$ cat config.mk
export PLATFORM = sky130hd
export DESIGN_NAME = ahblite_slave_mux
export DESIGN_NICKNAME = d
export VERILOG_FILES = /design/src/rtl/ahb_pkg.sv /design/src/rtl/ahblite_default_slave.sv /design/src/rtl/ahblite_slave_mux.sv
export SDC_FILE = /design/constraint.sdc
export NUM_CORES = 1
export LEC_CHECK = 0
export CORE_UTILIZATION = 29
export DETAILED_ROUTE_END_ITERATION = 16
export PLACE_DENSITY = 0.81
export SYNTH_ARGS = -nofsm -noshare
export SYNTH_HDL_FRONTEND = slang
export SYNTH_SLANG_ARGS = --single-unit
export TNS_END_PERCENT = 50
$ cat constraint.sdc
create_clock -name HCLK -period 2.2 [get_ports HCLK]
set_clock_uncertainty 0.2 [all_clocks]
set_input_delay 0.22 -clock HCLK [delete_from_list [all_inputs] [get_ports HCLK]]
set_output_delay 0.22 -clock HCLK [all_outputs]
set_load 0.01 [all_outputs]
$ cat src/rtl/ahb_pkg.sv
// Shared AHB-Lite encodings and types for the slave return-path mux.
package ahb_pkg;

    localparam logic [1:0] HTRANS_IDLE   = 2'b00;
    localparam logic [1:0] HTRANS_BUSY   = 2'b01;
    localparam logic [1:0] HTRANS_NONSEQ = 2'b10;
    localparam logic [1:0] HTRANS_SEQ    = 2'b11;

    localparam logic HRESP_OKAY  = 1'b0;
    localparam logic HRESP_ERROR = 1'b1;

    localparam int NUM_PORTS = 5;

    typedef enum logic [1:0] {
        D_IDLE = 2'b00,
        D_ERR1 = 2'b01,
        D_ERR2 = 2'b10
    } dflt_state_e;

    // Keep only the lowest set bit, so the lowest-numbered port wins.
    function automatic logic [NUM_PORTS-1:0] lowest_one(input logic [NUM_PORTS-1:0] v);
        return v & (~v + NUM_PORTS'(1));
    endfunction

endpackage

$ cat src/rtl/ahblite_default_slave.sv
// Built-in default slave: two-cycle ERROR response for unmapped active
// transfers, plus a saturating count of those responses.
//
// state  | meaning
// D_IDLE | no error in progress, drives OKAY / ready
// D_ERR1 | first error cycle: HREADYOUT=0, HRESP=ERROR, count bumps
// D_ERR2 | second error cycle: HREADYOUT=1, HRESP=ERROR, next address sampled
module ahblite_default_slave
    import ahb_pkg::*;
(
    input  logic       HCLK,
    input  logic       HRESETn,
    input  logic       HREADY,
    input  logic [1:0] HTRANS,
    input  logic       no_sel_i,
    output logic       dflt_hreadyout_o,
    output logic       dflt_hresp_o,
    output logic [7:0] err_cnt_o
);

    dflt_state_e state_q, state_d;
    logic [7:0]  err_cnt_q, err_cnt_d;
    logic        active;
    logic        arm;

    assign active    = (HTRANS == HTRANS_NONSEQ) || (HTRANS == HTRANS_SEQ);
    assign arm       = HREADY & no_sel_i & active;
    assign err_cnt_o = err_cnt_q;

    // State and counter registers.
    always_ff @(posedge HCLK or negedge HRESETn) begin
        if (!HRESETn) begin
            state_q   <= D_IDLE;
            err_cnt_q <= 8'h00;
        end else begin
            state_q   <= state_d;
            err_cnt_q <= err_cnt_d;
        end
    end

    // Next state, counter update and default-slave response.
    always_comb begin
        state_d          = state_q;
        err_cnt_d        = err_cnt_q;
        dflt_hreadyout_o = 1'b1;
        dflt_hresp_o     = HRESP_OKAY;
        case (state_q)
            D_IDLE: begin
                if (arm) state_d = D_ERR1;
            end
            D_ERR1: begin
                dflt_hreadyout_o = 1'b0;
                dflt_hresp_o     = HRESP_ERROR;
                state_d          = D_ERR2;
                if (err_cnt_q != 8'hFF) err_cnt_d = err_cnt_q + 8'd1;
            end
            D_ERR2: begin
                dflt_hresp_o = HRESP_ERROR;
                state_d      = arm ? D_ERR1 : D_IDLE;
            end
            default: state_d = D_IDLE;
        endcase
    end

endmodule

$ cat src/rtl/ahblite_slave_mux.sv
// AHB-Lite slave return-path mux: registers the decoder select during the
// address phase and routes the selected slave's response in the data phase.
// Unmapped or disabled-port transfers are answered by the default slave.
module ahblite_slave_mux
    import ahb_pkg::*;
#(
    parameter logic Port0_en = 1'b1,
    parameter logic Port1_en = 1'b1,
    parameter logic Port2_en = 1'b1,
    parameter logic Port3_en = 1'b1,
    parameter logic Port4_en = 1'b1
) (
    input  logic        HCLK,
    input  logic        HRESETn,
    input  logic        HREADY,
    input  logic [1:0]  HTRANS,
    input  logic        P0_HSEL,
    input  logic        P1_HSEL,
    input  logic        P2_HSEL,
    input  logic        P3_HSEL,
    input  logic        P4_HSEL,
    input  logic        P0_HREADYOUT,
    input  logic        P1_HREADYOUT,
    input  logic        P2_HREADYOUT,
    input  logic        P3_HREADYOUT,
    input  logic        P4_HREADYOUT,
    input  logic        P0_HRESP,
    input  logic        P1_HRESP,
    input  logic        P2_HRESP,
    input  logic        P3_HRESP,
    input  logic        P4_HRESP,
    input  logic [31:0] P0_HRDATA,
    input  logic [31:0] P1_HRDATA,
    input  logic [31:0] P2_HRDATA,
    input  logic [31:0] P3_HRDATA,
    input  logic [31:0] P4_HRDATA,
    output logic        HREADYOUT,
    output logic        HRESP,
    output logic [31:0] HRDATA,
    output logic [7:0]  ERR_CNT
);

    localparam logic [NUM_PORTS-1:0] EN_MASK = {Port4_en, Port3_en, Port2_en, Port1_en, Port0_en};

    logic [NUM_PORTS-1:0] hsel_vec;
    logic [NUM_PORTS-1:0] eff_sel;
    logic [NUM_PORTS-1:0] sel_q, sel_d;
    logic [NUM_PORTS-1:0] rdy_vec;
    logic [NUM_PORTS-1:0] resp_vec;
    logic [31:0]          rdata_arr [NUM_PORTS];
    logic                 no_sel;
    logic                 dflt_hreadyout;
    logic                 dflt_hresp;

    assign hsel_vec  = {P4_HSEL, P3_HSEL, P2_HSEL, P1_HSEL, P0_HSEL};
    assign rdy_vec   = {P4_HREADYOUT, P3_HREADYOUT, P2_HREADYOUT, P1_HREADYOUT, P0_HREADYOUT};
    assign resp_vec  = {P4_HRESP, P3_HRESP, P2_HRESP, P1_HRESP, P0_HRESP};
    assign rdata_arr[0] = P0_HRDATA;
    assign rdata_arr[1] = P1_HRDATA;
    assign rdata_arr[2] = P2_HRDATA;
    assign rdata_arr[3] = P3_HRDATA;
    assign rdata_arr[4] = P4_HRDATA;

    // A disabled port looks exactly like an unmapped address.
    assign eff_sel = lowest_one(hsel_vec & EN_MASK);
    assign no_sel  = (eff_sel == '0);

    // Capture the select only when the bus is ready; wait states hold it.
    always_comb begin
        sel_d = HREADY ? eff_sel : sel_q;
    end

    // Data-phase select register.
    always_ff @(posedge HCLK or negedge HRESETn) begin
        if (!HRESETn) sel_q <= '0;
        else          sel_q <= sel_d;
    end

    ahblite_default_slave u_dflt (
        .HCLK             (HCLK),
        .HRESETn          (HRESETn),
        .HREADY           (HREADY),
        .HTRANS           (HTRANS),
        .no_sel_i         (no_sel),
        .dflt_hreadyout_o (dflt_hreadyout),
        .dflt_hresp_o     (dflt_hresp),
        .err_cnt_o        (ERR_CNT)
    );

    // Return-path mux; the default slave answers whenever no port is selected.
    always_comb begin
        HREADYOUT = dflt_hreadyout;
        HRESP     = dflt_hresp;
        HRDATA    = 32'h0;
        for (int i = 0; i < NUM_PORTS; i++) begin
            if (sel_q[i]) begin
                HREADYOUT = rdy_vec[i];
                HRESP     = resp_vec[i];
                HRDATA    = rdata_arr[i];
            end
        end
    end

endmodule

==> metrics.md <==
| Metric | Value |
|---|---|
| Clock root buffer | sky130_fd_sc_hd__clkbuf_8 |
| Initial cell density of the core | 0.306 |
| Top fanout value on the critical path | 20 |
| CTS tree | yes |
| Reported leakage power | 1.74 nW |
| Via count of the first global-routing pass | 3,057 |
| Pins Over Slew Limit | 0 |
| Number of buffers added to fix hold violations after cts | 0 |
| Number of buffers created by CTS | 3 |
| Iteration-0 DRC count of the detailed router | 102 |
| # port buffers | 220 |
| Largest net degree at the start of global routing | 37 |
| Post-synth top area share | 0.177 |
| Die span in x | approximately 90 microns |
| Top post-synthesis cells by area | sky130_fd_sc_hd__dfrtp_1 (18%), sky130_fd_sc_hd__a2bb2oi_1 (13%), sky130_fd_sc_hd__a221o_2 (12%) |
| Post-synthesis async set-or-reset flop share | 1.00 |
| Distinct cell type count after synthesis | 38 |
| Number of detailed-route iterations in the first pass | 4 |
| Critical R2R Capture | u_dflt.err_cnt_o[6] |
| Placement-stage cell area | about 4400 sq um |
| Insertion delay to the later sink of the worst-skew pair | approximately 0.25 ns |
| Final setup vio count | 0 |
| Most used DFF post-synth | sky130_fd_sc_hd__dfrtp_1 |
| Number of nets in the layout | 650 |
| Data required time at the worst endpoint | roughly 1.8 ns |
| Placed cells | 555 |
| Pin slew with the least headroom to its limit | approximately 0.65 ns |
| Overall die height | around 90 microns |
| Most frequent cell after synthesis | sky130_fd_sc_hd__a21oi_1 |
| List of cells traversed by the critical path | buf_4 > a221o_2 > o211ai_1 > a2bb2oi_1 > dlygate4sd2_1 |
| Sink Count | 15 |
| CP startpoint kind | flop |
| Power density of the placed cells | between 400 and 500 nW/um^2 |
| Synthesized instance count | approximately 240 |
| Total Die Area | between 7000 and 8000 sq um |
| Post-route worst hold slack | around 0.17 ns |
| Number of top-level pins | 222 |
| Area growth from synthesis to layout | 108% |
| Synth Cell Area | 2120 sq um |
| Final Power | between 1.5 and 2 mW |
| Crit Path Class | reg -> out |
| Number of antenna violations at the first check in global routing | 0 |
| Net Count, Synth | 426 |
| Reg-to-reg setup timing slack | 0.46 ns |
| Core area | 6940 sq um |
| Total non-filler cell area in the finished layout | 4410 sq um |
| Post-synth EDFFs | 0 |
| Post-route DRC | 0 |
| Clock period minus final worst setup slack | 2.17 ns |
| Worst Reg2Reg Path Length in Cells | 6 |
| Kind of capture point of the worst setup path | output pin |
| Clock slew at the register clock pins of the worst setup and hold paths | 0.06 ns |
| Status | complete, no violations |
| Share of cells above drive strength 1 | 0.175 |
| Vias per std cell | 5.41 |
| Number of antenna-violating nets in the routed design | 0 |
| Ranking of synthesized cells by instance count | sky130_fd_sc_hd__a21oi_1 (40), sky130_fd_sc_hd__a2bb2oi_1 (32), sky130_fd_sc_hd__o211ai_1 (31) |
| Wirelength, routed | 10.4 mm |
| Global-route wire length before repair | 15.1 mm |
| H-tree levels | 1 |
| VDD IR-drop max | 0.000520 V |
| Biggest cell delay along the critical path | 0.47 ns |
| Critical-path cell with the highest stage delay | sky130_fd_sc_hd__dfrtp_2 |
| Final Hold Viols | 0 |
| Highest achievable clock rate | 0.460 GHz |
| Flops & latches, synth | 15 |
| WP data arrival | 1.75 ns |
| Routed length per placed instance | approximately 19 microns |
| Proportion of synthesized chip area in sequential cells | 0.177 |
| Worst relative slew slack | 0.568 |
| Min-Delay Path Class | in -> async |
| Clk buf depth | 2 |
| Final HPWL from detailed placement | 8.14 mm |
| Unrepaired setup endpoints after global routing | true |
| Ys Warns | 0 |
| Overall fraction of global-route tracks in use | 0.249 |
| Largest area contributor in the synthesized netlist | sky130_fd_sc_hd__dfrtp_1 |
| Overall overflow remaining after global route | 0 |
| Total number of vias | 3,032 |
| Post-synthesis area per instance | around 9 sq um |
| Antenna diodes | 0 |
| Setup TNS after final layout | 0 ns |
| Cell row count | 30 |
| Reported max-cap violation count | 0 |
| Fin crit share | 0.988 |
| Global placement routability congestion | about 0.8 |
| Final cell count without fillers | 560 |
| Worst R2R Start | u_dflt.state_q[0] |
==> critical path, delay by kind of cell (launching register included) <==
kind                   cells  cell delay (ns)
AOI/OAI and AO/OA          3             0.50
buffers and inverters      2             0.53
DFF                        1             0.47
==> per-stage QoR <==
stage	util	worst slack (ns)
after floorplan	-	0.429
after global routing	0.635	-0.0666
final	0.635	0.0262
after detailed placement	0.641	-0.136
after global placement	0.641	-0.141
after CTS	0.643	0.00182
==> cells in the final DEF, fill, tap and decap left out, types with 3 or more instances in the layout <==
cell type | synthesis | layout
sky130_fd_sc_hd__a21oi_1 | 40 | 40
sky130_fd_sc_hd__mux2_2 | 3 | 3
sky130_fd_sc_hd__o21ai_0 | 4 | 4
sky130_fd_sc_hd__nand2_1 | 7 | 7
sky130_fd_sc_hd__clkbuf_2 | 0 | 17
sky130_fd_sc_hd__a221o_1 | 8 | 8
sky130_fd_sc_hd__clkdlybuf4s50_1 | 0 | 186
sky130_fd_sc_hd__nand3_1 | 3 | 3
sky130_fd_sc_hd__o211ai_1 | 31 | 31
sky130_fd_sc_hd__buf_12 | 0 | 4
sky130_fd_sc_hd__clkdlybuf4s15_1 | 0 | 5
sky130_fd_sc_hd__and3_1 | 3 | 3
sky130_fd_sc_hd__dlygate4sd2_1 | 0 | 11
sky130_fd_sc_hd__buf_4 | 3 | 23
sky130_fd_sc_hd__ha_1 | 5 | 5
sky130_fd_sc_hd__clkbuf_8 | 8 | 3
sky130_fd_sc_hd__a221o_2 | 23 | 23
sky130_fd_sc_hd__dfrtp_1 | 15 | 13
sky130_fd_sc_hd__a2bb2oi_1 | 32 | 31
sky130_fd_sc_hd__nor2_1 | 5 | 5
sky130_fd_sc_hd__inv_1 | 6 | 6
==> worst max-delay path by stage <==
stage,cells past startpoint,from,to,slack [ns]
finish,5,sel_q[2],HRDATA[27],0.03
global route,6,sel_q[1],HRDATA[30],-0.07
floorplan,6,u_dflt.state_q[1],HREADYOUT,0.43
CTS,6,sel_q[1],HRDATA[0],0.002
detailed placement,6,P1_HREADYOUT,HREADYOUT,-0.14
global placement,6,P1_HREADYOUT,HREADYOUT,-0.14
==> flip-flops by register name, summed over array words and instances, names as in the netlist <==
signal            flops
u_dflt.err_cnt_o      8
sel_q                 5
u_dflt.state_q        2
==> where the power goes <==
part	switching, mW	total [mW]	internal (mW)
registers	0.0613	0.393	0.332
logic	0.486	1.26	0.770
clock network	0.0961	0.225	0.128
total	0.643	1.87	1.23
==> what timing repair did <==
item,4_1_cts,5_1_grt
endpoints found under the setup margin,34,29
cloned,0,0
resized for setup,44,42
buffers inserted,1,0
==> routing by layer <==
metal | GRT usage | part of all wire
met1 | 0.288 | 0.39
met4 | 0.0715 | 0.020
met2 | 0.467 | 0.51
met3 | 0.0462 | 0.080
met5 | 0 | 0
==> logic make-up after synthesis <==
| logic type | after synthesis | share of synthesized area |
|---|---|---|
| compound gates | 151 | 0.560 |
| buf+inv | 37 | 0.131 |
| simple gates | 26 | 0.0684 |
| flops | 15 | 0.177 |
| mux | 5 | 0.0254 |
| fa+ha+maj | 5 | 0.0295 |
| xor+xnor | 2 | 0.00826 |
==> cell type report <==
class | instances | area [sq um]
Multi-Input combinational cell | 189 | 1470
Inverter | 8 | 32.5
Timing Repair Buffer | 248 | 2360
Tap cell | 96 | 120
Fill cell | 613 | 2530
Clock buffer | 4 | 45.0
Sequential cell | 15 | 378
(Power assumes the default switching activity.)
